[config.mk]
export PLATFORM = sky130hd
export DESIGN_NAME = spike_readout
export DESIGN_NICKNAME = d
export VERILOG_FILES = /design/src/rtl/spike_readout.sv
export SDC_FILE = /design/constraint.sdc
export NUM_CORES = 1
export LEC_CHECK = 0
export CAP_MARGIN = 20
export CORE_MARGIN = 10
export CORE_UTILIZATION = 43
export CTS_BUF_LIST = sky130_fd_sc_hd__clkbuf_4 sky130_fd_sc_hd__clkbuf_8
export DETAILED_ROUTE_END_ITERATION = 10
export SYNTH_ARGS = -nofsm -noshare
export SYNTH_HDL_FRONTEND = slang
export SYNTH_SLANG_ARGS = --single-unit
[constraint.sdc]
create_clock -name clk -period 3.55 [get_ports clk]
set_input_delay 0.71 -clock clk [delete_from_list [all_inputs] [get_ports clk]]
set_output_delay 0.71 -clock clk [all_outputs]
set_load 0.01 [all_outputs]
[src/rtl/spike_readout.sv]
`default_nettype none
// ============================================================================
//  Module      : spike_readout
//  Description : Counts output-layer spikes per class over an inference frame,
//                snapshots the counts when the frame closes, finds the winning
//                class with a sequential scan and streams a result packet
//                ({overrun,3'b0,idx}, count[0..N_OUT-1]) over a byte
//                valid/ready interface.
//  Revision    : 1.0 - initial release
// ============================================================================
module spike_readout #(
   parameter int N_OUT   = 10,
   parameter int COUNT_W = 8
) (
   input  logic             clk,
   input  logic             rst_n,
   input  logic [N_OUT-1:0] spikes,
   input  logic             step_valid,
   input  logic             frame_end,
   input  logic             tx_ready,
   output logic [7:0]       tx_data,
   output logic             tx_valid,
   output logic             busy,
   output logic             overrun
);

   localparam int                 c_IDX_W = (N_OUT > 1) ? $clog2(N_OUT) : 1;
   localparam logic [c_IDX_W-1:0] c_LAST  = c_IDX_W'(N_OUT - 1);
   localparam logic [COUNT_W-1:0] c_SAT   = '1;

   typedef enum logic [1:0] {
      S_IDLE = 2'd0,
      S_SCAN = 2'd1,
      S_SEND = 2'd2
   } state_t;

   state_t             r_state;
   state_t             w_state_nx;

   logic [COUNT_W-1:0] r_cnt  [N_OUT];
   logic [COUNT_W-1:0] w_eff  [N_OUT];
   logic [COUNT_W-1:0] r_snap [N_OUT];
   logic [COUNT_W-1:0] r_best;
   logic [c_IDX_W-1:0] r_idx;
   logic [c_IDX_W-1:0] r_k;
   logic [c_IDX_W-1:0] r_pos;
   logic [c_IDX_W-1:0] w_pos_nx;
   logic               r_hdr;
   logic               r_ov;
   logic               r_tx_valid;
   logic [7:0]         r_tx_data;
   logic               w_ov_set;
   logic               w_ov_clr;
   logic               w_xfer;
   logic [3:0]         w_idx4;

   // A frame closing while the previous result is still in flight is lost.
   assign w_ov_set = frame_end && (r_state != S_IDLE);
   assign w_xfer   = r_tx_valid && tx_ready;
   // Only a header that actually reported the overrun clears it.
   assign w_ov_clr = w_xfer && r_hdr && r_tx_data[7];
   assign w_pos_nx = r_pos + 1'b1;
   assign w_idx4   = 4'(r_idx);

   assign tx_data  = r_tx_data;
   assign tx_valid = r_tx_valid;
   assign overrun  = r_ov;

   // Saturating count including any spike arriving in the current step.
   always_comb begin
      for (int i = 0; i < N_OUT; i++) begin
         w_eff[i] = r_cnt[i];
         if (step_valid && spikes[i] && (r_cnt[i] != c_SAT)) begin
            w_eff[i] = r_cnt[i] + 1'b1;
         end
      end
   end

   // Per-class spike counters; cleared at every frame boundary in any state.
   always_ff @(posedge clk or negedge rst_n) begin
      if (!rst_n) begin
         for (int i = 0; i < N_OUT; i++) begin
            r_cnt[i] <= '0;
         end
      end else if (frame_end) begin
         for (int i = 0; i < N_OUT; i++) begin
            r_cnt[i] <= '0;
         end
      end else if (step_valid) begin
         for (int i = 0; i < N_OUT; i++) begin
            r_cnt[i] <= w_eff[i];
         end
      end
   end

   // State register.
   always_ff @(posedge clk or negedge rst_n) begin
      if (!rst_n) begin
         r_state <= S_IDLE;
      end else begin
         r_state <= w_state_nx;
      end
   end

   // Next-state logic and busy flag.
   always_comb begin
      w_state_nx = r_state;
      busy       = 1'b0;
      case (r_state)
         S_IDLE: begin
            if (frame_end) begin
               w_state_nx = S_SCAN;
            end
         end
         S_SCAN: begin
            busy = 1'b1;
            if (r_k == c_LAST) begin
               w_state_nx = S_SEND;
            end
         end
         S_SEND: begin
            busy = 1'b1;
            if (w_xfer && !r_hdr && (r_pos == c_LAST)) begin
               w_state_nx = S_IDLE;
            end
         end
         default: begin
            w_state_nx = S_IDLE;
         end
      endcase
   end

   // Snapshot capture, argmax scan and packet byte sequencing.
   always_ff @(posedge clk or negedge rst_n) begin
      if (!rst_n) begin
         for (int i = 0; i < N_OUT; i++) begin
            r_snap[i] <= '0;
         end
         r_best     <= '0;
         r_idx      <= '0;
         r_k        <= '0;
         r_pos      <= '0;
         r_hdr      <= 1'b0;
         r_tx_valid <= 1'b0;
         r_tx_data  <= '0;
      end else begin
         case (r_state)
            S_IDLE: begin
               if (frame_end) begin
                  for (int i = 0; i < N_OUT; i++) begin
                     r_snap[i] <= w_eff[i];
                  end
                  r_best <= w_eff[0];
                  r_idx  <= '0;
                  r_k    <= '0;
               end
            end
            S_SCAN: begin
               // Strict compare keeps the lowest index on ties.
               if (r_snap[r_k] > r_best) begin
                  r_best <= r_snap[r_k];
                  r_idx  <= r_k;
               end
               r_k <= r_k + 1'b1;
            end
            S_SEND: begin
               if (!r_tx_valid) begin
                  r_tx_valid <= 1'b1;
                  r_hdr      <= 1'b1;
                  r_tx_data  <= {r_ov | w_ov_set, 3'b000, w_idx4};
               end else if (w_xfer) begin
                  if (r_hdr) begin
                     r_hdr     <= 1'b0;
                     r_pos     <= '0;
                     r_tx_data <= 8'(r_snap[0]);
                  end else if (r_pos == c_LAST) begin
                     r_tx_valid <= 1'b0;
                     r_tx_data  <= '0;
                  end else begin
                     r_pos     <= w_pos_nx;
                     r_tx_data <= 8'(r_snap[w_pos_nx]);
                  end
               end
            end
            default: begin
            end
         endcase
      end
   end

   // Sticky overrun; a new overrun wins over a same-cycle clear.
   always_ff @(posedge clk or negedge rst_n) begin
      if (!rst_n) begin
         r_ov <= 1'b0;
      end else if (w_ov_set) begin
         r_ov <= 1'b1;
      end else if (w_ov_clr) begin
         r_ov <= 1'b0;
      end
   end

endmodule
`default_nettype wire

Word-level counts from Yosys, hierarchy flattened --
Cells that the tools add are included. W data, S select, Z words.
Word-level totals: register bits 193, output and inout port bits 11, logic and storage cells 150
Operators by class: $add $sub $neg 12, order comparisons 3, eq/ne operators 20, muxes and demuxes 44, bitwise gates (word level) 3, reductions and logical operators 39
Operators by type and width (count):
- $mux W8 | 20
- $mux W80 | 2
- $add A8 B1 Y8 const B | 10
- $ne A8 B8 Y1 const B | 10
- $bmux W8 S4 | 2
- $logic_and A1 B1 Y1 | 26
- $mux W4 | 4
- $pmux W4 S2 | 2
- $pmux W8 S2 | 1
- $ge A5 B5 Y1 const B | 2
- $ne A2 B2 Y1 const B | 5
- $not A4 Y5 | 2
- $mux W1 | 9
- $add A4 B1 Y4 const B | 2
- $eq A4 B4 Y1 const B | 2
- $gt A8 B8 Y1 | 1
- $reduce_bool A2 Y1 | 4
- $mux W2 | 3
- $pmux W2 S3 | 1
- $reduce_and A2 Y1 | 3
- $reduce_and A3 Y1 | 2
- $reduce_and A4 Y1 | 1
- $eq A2 B1 Y1 const B | 1
- $eq A2 B2 Y1 const B | 1
- 5 further kinds | 5

Logic depth before layout (Yosys ltp) --
Gate-level depths: netlist (run 1).
word-level depth 9, depth in mapped cells 12, mapped depth without buffers 10

Worst setup path after synthesis (run 1) --
No wires, ideal clock.
path kind register -> register, start point register r_k[0], end point register r_best[4], arrival time 2973 ps, path slack 459 ps, cell stages (with the launch flop) 12, buffers on the path 1, clock period less this slack 3091 ps, cells stage by stage dfrtp_1 > buf_6 > mux4_2 > o22ai_1 > o22ai_1 > ha_1 > a21oi_1 > a21boi_0 > or2_1 > o21ai_1 > mux2_2 > a21o_1
On the way: cells in the longest elaborated chain, start to end 7
Ends and longest elaborated chain:
- start, declared | RTL line 45 | logic [c_IDX_W-1:0] r_k;
- start signal, assigned | RTL line 164 | r_k <= r_k + 1'b1;
- $not A4 Y5 (implied by the code) (*) | RTL line 160, 161
- $bmux W8 S4 (*) | RTL line 160, 161
- $mux W8 (implied by the code) (*) (2 in series) | RTL line 160, 161
- $gt A8 B8 Y1 | RTL line 160 | if (r_snap[r_k] > r_best) begin
- $ne A2 B2 Y1 (no line)
- $reduce_and A3 Y1 (no line)
- end signal, assigned | RTL line 153 | r_best <= w_eff[0];
- end signal, assigned | RTL line 161 | r_best <= r_snap[r_k];
- end, declared | RTL line 43 | logic [COUNT_W-1:0] r_best;
Every way passes the cells marked *; elsewhere a longest branch is shown, timed or not. The select of a mux whose other input is x is not followed. A chain may end at the register's enable or synchronous reset.

Worst setup path in the final report (run 1) --
start point register r_k[1], end point register r_best[4]
Same word-level chain as after synthesis.

==> impl_results.md, run 1 <==
- Status: finished clean
- Setup ws final: 0.305 ns
- Crit Reg-Reg Endpoint: r_best[4]
- Mapped Cells: 1021
- Layout overhead on the synthesized area: 9.45%
- Post-DP HPWL: 17500 um
- CP Max Fanout: 21
- Clock power share: 0.215
- Register area share after synthesis: 0.478
- Fin. Hold Viols: 0
- Top cells by area, synth: dfrtp_1 48%, mux4_2 6.0%, nand2_1 5.9%
- Initial antenna violation count: 0
- Pwr Total: 6.38 mW
- Cells on worst reg2reg path: 10
- Clk root buf: clkbuf_8
- CTS Buf Count: 17
- Clock transition at path regs: 0.11 ns
- Clk sink count: 193
- Max cap viols: 0
- Row count: 56
- All-Layer GR Usage: 0.164
- Post-synth top area share: 0.478
- Aggregate routed wire length: 24200 um
- Power share of the sequential group: 0.430
- Gpl congestion: 0.878
- Router iterations before antenna repair: 5
- Max incr delay on CP: 0.85 ns
- Vias in the first global route: 7265
- Fraction of the cycle the final worst path needs: 0.914
- Synth unique cells: 56
- Synthesized flop and latch total: 193
- Worst IR drop on VDD: 0.286 mV
- Drt drc: 0
- Post-DR wirelength/cell: 17.7 um
- Minimum clock period: 3.24 ns
- Startpoint Class: flop
- Synth Area in XOR/XNOR: 0.0483
- Share of layout cells above drive strength 1: 0.0938
- Reg2reg start: r_k[1]
- Hold buffer count at CTS: 0
- Largest net degree at the start of global routing: 82
- Hold slack final: 0.254 ns
- Initial core utilization: 0.433
- GRT overflow: 0
- Die height: 173 um
- FF-to-FF setup slack: 0.31 ns
- Max Clk Rate: 0.308 GHz
- Synth Net Count: 1061
- Adder-Cell Fraction of Synth Area: 0.0309
- Post-synthesis simple-gate area fraction: 0.177
- Vias per cell: 5.45
- Crit path DAT: 3.61 ns
- CTS tree: done
- Worst-Margin Slew: 0.965 ns
- Yosys Warn Count: 0
- Die W: 173 um
- Postcts setup bufs: 0
- Mapped Area: 10100 um2
- Detail Route Antenna Nets: 0
- Net switching power: 2.45 mW
- Clk_skew: 0.0201 ns
- Post-synthesis mux area share: 0.126
- Crit. End Element: flop
- DR iter-0 viols: 625
- Clk buf depth: 2
- Slowest cell on crit path: dfrtp_1
- Setup TNS: 0 ns
- CP required: 3.91 ns
- Via count: 7431
- PortBufs: 25
- Leading area contributor after synthesis: dfrtp_1
- Int Pwr: 3.94 mW
- WS Path Type: flop to flop
- Worst slack at placement: 0.361 ns
- Mean post-synth cell area: 9.90 um2
- Slew headroom: 0.356
- First-pass GRT wire length: 39800 um
- Worst-path cell chain: mux4_2 > mux2i_1 > o22ai_1 > ha_1 > nor2b_1 > o211ai_1 > a21oi_1 > o21ai_1 > mux2_2 > a21o_1
- # nets final: 1072
- Final Max Slew Viols: 0
- # setup viols final: 0
- Core Footprint: 23300 um2
- I/O pins: 26
- Post_cts resized: 0
- CTS H-tree depth: 4
- Synth Area in Compound Gates: 0.111
- Sw Ratio: 0.383
- Clock latency on the worst-skew pair: 0.47 ns
- Comb power frac: 0.354
- Pwr dens: 577 nW/um2
- Min-delay worst type: input pin to asynchronous set/reset pin
- Leak pwr: 4.80 nW
- Antenna cells: 0
- Die area: 30000 um2
- RSZ-0062 raised after global routing: false
- Largest family of logic cells by synthesized area: simple AND/OR/NAND/NOR gates
## cell type report
type / count / area (um2)
Clock buffer: 20 / 263
Sequential cell: 193 / 4830
Timing Repair Buffer: 42 / 414
Inverter: 18 / 67.6
Tap cell: 319 / 399
Clock inverter: 12 / 100
Multi-Input combinational cell: 760 / 4990
Fill cell: 2200 / 12300
## worst max-delay path: cells and delay by family, from the launching register on
| family | cells | cell delay [ns] |
|---|---|---|
| multiplexers | 3 | 1.00 |
| AO/OA/AOI/OAI | 5 | 0.86 |
| flip-flops | 1 | 0.85 |
| adder cells (fa/ha/maj) | 1 | 0.30 |
| AND/OR/NAND/NOR | 1 | 0.13 |
## state kept, by name, indices dropped and copies added (netlist names)
name	count
r_cnt	80
r_snap	80
r_best	8
tx_data	8
r_idx	4
r_k	4
r_pos	4
r_state	2
overrun	1
r_hdr	1
tx_valid	1
## layout by cell type (no fill, tap or decap), types with 11 or more instances in the layout
| cell type | count |
|---|---|
| xnor2_1 | 12 |
| ha_1 | 25 |
| xor2_1 | 40 |
| nand4_1 | 35 |
| clkbuf_8 | 19 |
| mux2i_1 | 51 |
| inv_1 | 18 |
| mux4_2 | 27 |
| nand2_1 | 158 |
| o21ai_0 | 93 |
| nand3_1 | 26 |
| nand2b_1 | 11 |
| o22ai_1 | 13 |
| clkdlybuf4s50_1 | 23 |
| nor2_1 | 132 |
| dfrtp_1 | 193 |
| a21oi_1 | 28 |
| buf_4 | 14 |
| and3_1 | 12 |
## per-layer routing
metal  GRT usage  share of wire
met1       0.229           0.47
met2       0.254           0.46
met3      0.0305          0.046
met4      0.0485          0.018
met5           0              0
## synth_stat cells, drive strengths merged
| cell | count |
|---|---|
| a211o | 3 |
| a211oi | 2 |
| a21boi | 2 |
| a21o | 6 |
| a21oi | 29 |
| a221o | 2 |
| a22o | 3 |
| a31oi | 5 |
| a32oi | 3 |
| and2 | 6 |
| and3 | 12 |
| and4 | 2 |
| buf | 14 |
| clkbuf | 36 |
| dfrtp | 193 |
| ha | 25 |
| inv | 18 |
| mux2 | 9 |
| mux2i | 51 |
| mux4 | 29 |
| nand2 | 160 |
| nand2b | 11 |
| nand3 | 26 |
| nand3b | 2 |
| nand4 | 35 |
| nor2 | 132 |
| nor2b | 10 |
| nor3 | 7 |
| nor4 | 1 |
| o211ai | 1 |
| o21ai | 96 |
| o21bai | 6 |
| o221ai | 7 |
| o22a | 5 |
| o22ai | 13 |
| o2bb2ai | 1 |
| o31ai | 1 |
| or2 | 2 |
| or3 | 1 |
| xnor2 | 13 |
| xor2 | 41 |
## cells by family (layout without fill, tap and decap cells)
kind of cell             Yosys count  count (layout)
multiplexers                      89              89
flip-flops                       193             193
adder cells (fa/ha/maj)           25              25
XOR/XNOR                          54              54
AND/OR/NAND/NOR                  407             407
buffers and inverters             68              92
AO/OA/AOI/OAI                    185             185
## power by group through the flow
stage          clock network (mW)  registers [mW]  logic [mW]
2_1_floorplan                   0            2.64        1.67
4_1_cts                      1.42            2.74        2.28
6_report                     1.37            2.75        2.26
3_5_place_dp                    0            2.78        2.27
3_3_place_gp                    0            2.78        2.25
5_1_grt                      1.52            2.78        2.52
## stage by stage
| step | utilization | cells | area [um2] |
|---|---|---|---|
| finish | 0.474 | 1364 | 11100 |
| global route | 0.474 | 1364 | 11100 |
| CTS | 0.474 | 1364 | 11100 |
| detailed placement | 0.459 | 1332 | 10700 |
| global placement | 0.459 | 1332 | 10700 |
| floorplan | - | 1021 | 10100 |
## worst max path at each step
stage               startpoint        end  slack, ns
global route            r_k[1]  r_best[4]       0.01
floorplan               r_k[0]  r_best[4]       0.46
detailed placement      r_k[1]  r_best[4]       0.36
global placement        r_k[1]  r_best[4]       0.42
finish                  r_k[1]  r_best[4]       0.31
CTS                     r_k[1]  r_best[4]       0.34
Note: power is estimated with default switching activity, not from simulation.
==> run 2, diff against run 1 <==
CELL_PAD_IN_SITES_DETAIL_PLACEMENT = 1   (was default)
CELL_PAD_IN_SITES_GLOBAL_PLACEMENT = 2   (was default)
CORE_UTILIZATION = 42   (was 43)
PLACE_DENSITY_LB_ADDON = 0.1   (was default)
==> impl_results.md, run 2 (same netlist as run 1, synthesis figures left out) <==
- Fin. Hold Viols: 0 (unchanged)
- Vias per cell: 5.49 (+0.85%)
- Setup ws final: 0.260 ns (-0.0451 ns)
- CTS H-tree depth: 4 (unchanged)
- Max Clk Rate: 0.304 GHz (-1.4%)
- Leak pwr: 4.79 nW (-0.17%)
- PortBufs: 25 (unchanged)
- Via count: 7494 (+0.85%)
- Cells on worst reg2reg path: 11 (+1)
- I/O pins: 26 (unchanged)
- Detail Route Antenna Nets: 0 (unchanged)
- First-pass GRT wire length: 43700 um (+9.9%)
- Aggregate routed wire length: 26600 um (+10%)
- Gpl congestion: 0.867 (-1.2%)
- Die W: 175 um (+1.0%)
- Fraction of the cycle the final worst path needs: 0.927 (+0.0127)
- Clock latency on the worst-skew pair: 0.48 ns (about the same)
- Clk buf depth: 2 (unchanged)
- Cell count after placement: 1332 (unchanged)
- Worst IR drop on VDD: 0.605 mV (+110%)
- Share of layout cells above drive strength 1: 0.0938 (unchanged)
- Fin cells: 1364 (unchanged)
- Status: finished clean
- Postcts setup bufs: 0 (unchanged)
- Multi-input logic area: 4990 um2 (unchanged)
- GRT overflow: 0 (unchanged)
- CTS tree: done
- All-Layer GR Usage: 0.179 (+0.0148)
- Commonest non-fill, non-tap cell in the layout: dfrtp_1
- Min-delay worst type: input pin to asynchronous set/reset pin
- # setup viols final: 0 (unchanged)
- Layout overhead on the synthesized area: 9.63%
- Die area: 30700 um2 (+2.1%)
- Core Footprint: 23500 um2 (+0.90%)
- RSZ-0062 raised after global routing: false
- Die height: 175 um (+1.0%)
- Comb power frac: 0.354 (about the same)
- Initial core utilization: 0.429 (-0.00387)
- Reg area: 4830 um2 (unchanged)
- Crit path DAT: 3.65 ns (+0.04 ns)
- Minimum clock period: 3.29 ns (+0.0451 ns)
- Most frequent cells in the layout: 193 x dfrtp_1, 158 x nand2_1, 132 x nor2_1
- Clock transition at path regs: 0.11 ns (about the same)
- Sw Ratio: 0.386 (+0.00290)
- Power share of the sequential group: 0.427 (-0.003)
- Setup TNS: 0 ns (unchanged)
- Crit. End Element: flop
- CTS Buf Count: 17 (unchanged)
- Startpoint Class: flop
- Worst slack at placement: 0.272 ns (-0.0896 ns)
- WS Path Type: flop to flop
- Leading registers by flop count: r_cnt: 80 flops, r_snap: 80 flops
- Router iterations before antenna repair: 4 (-1)
- Drt drc: 0 (unchanged)
- Post_cts resized: 0 (unchanged)
- Row count: 56 (unchanged)
- # nets final: 1072 (unchanged)
- Largest net degree at the start of global routing: 152 (+85%)
- Clk root buf: clkbuf_8
- Int Pwr: 4.00 mW (+1.6%)
- DR iter-0 viols: 532 (-15%)
- Max cap viols: 0 (unchanged)
- Clock power share: 0.219 (+0.004)
- Net switching power: 2.52 mW (+2.9%)
- Pwr dens: 588 nW/um2 (+1.9%)
- Fill cells: 2693 (+22%)
- Antenna cells: 0 (unchanged)
- Post-DR wirelength/cell: 19.5 um (+10%)
- Slew headroom: 0.336 (-0.0207)
- Initial antenna violation count: 0 (unchanged)
- Clk_skew: 0.0197 ns (-0.000418 ns)
- Clk sink count: 193 (unchanged)
- Post-DP HPWL: 19600 um (+12%)
- Vias in the first global route: 7780 (+7.1%)
- CP required: 3.91 ns (about the same)
- Hold buffer count at CTS: 0 (unchanged)
- CP Max Fanout: 9 (-57%)
- Final Max Slew Viols: 0 (unchanged)
- Worst-Margin Slew: 0.996 ns (+0.0311 ns)
run 2: critical path: stages (launching register included):
cell and delay (ns):
dfrtp_1 0.58, buf_4 0.26, mux4_2 0.50, mux2i_1 0.16, o22ai_1 0.14, ha_1 0.32
nor2b_1 0.13, o211ai_1 0.19, a21oi_1 0.14, o21ai_1 0.23, mux2_2 0.36, a21o_1 0.17
run 2: area by class of cell:
| class | count | area share |
|---|---|---|
| sequential | 193 | 0.436 |
| timing repair buffer | 42 | 0.0374 |
| multi-input combinational | 760 | 0.450 |
| inverter | 18 | 0.00610 |
| clock buffer | 19 | 0.0230 |
| clock inverter | 13 | 0.0114 |
| tap | 319 | 0.0360 |
run 2: stage by stage:
step	power (mW)	hold WS (ns)	area (um2)	util
global placement	5.08	0.479	10700	0.454
finish	6.52	0.150	11100	0.471
detailed placement	5.15	0.490	10700	0.454
floorplan	4.32	0.414	10100	-
CTS	6.59	0.138	11100	0.471
global route	6.96	0.145	11100	0.471
run 2: per-layer routing:
metal	wire length [um]	up-vias	track usage	part of all wire
met5	0	-	0	0
met4	383	0	0.0427	0.014
met3	1040	25	0.0330	0.039
met2	12500	102	0.285	0.47
met1	12700	3772	0.246	0.48
li1	-	3595	-	-
run 2: final timing paths:
check / start / to / slack (ns)
setup / recovery: r_k[0] / r_best[4] / 0.26
hold / removal: rst_n / r_cnt[74] / 0.15
setup reg to reg: r_k[0] / r_best[4] / 0.26
hold reg to reg: tx_data[2] / tx_data[2] / 0.51
max in group asynchronous: rst_n / r_snap[5] / 2.53
min in group clk: tx_data[2] / tx_data[2] / 0.51
run 2: power by group through the flow:
stage / sequential, mW / combinational (mW) / clock, mW
2_1_floorplan: 2.64 / 1.67 / 0
3_3_place_gp: 2.81 / 2.27 / 0
3_5_place_dp: 2.83 / 2.32 / 0
4_1_cts: 2.78 / 2.33 / 1.48
5_1_grt: 2.82 / 2.57 / 1.56
6_report: 2.78 / 2.31 / 1.43
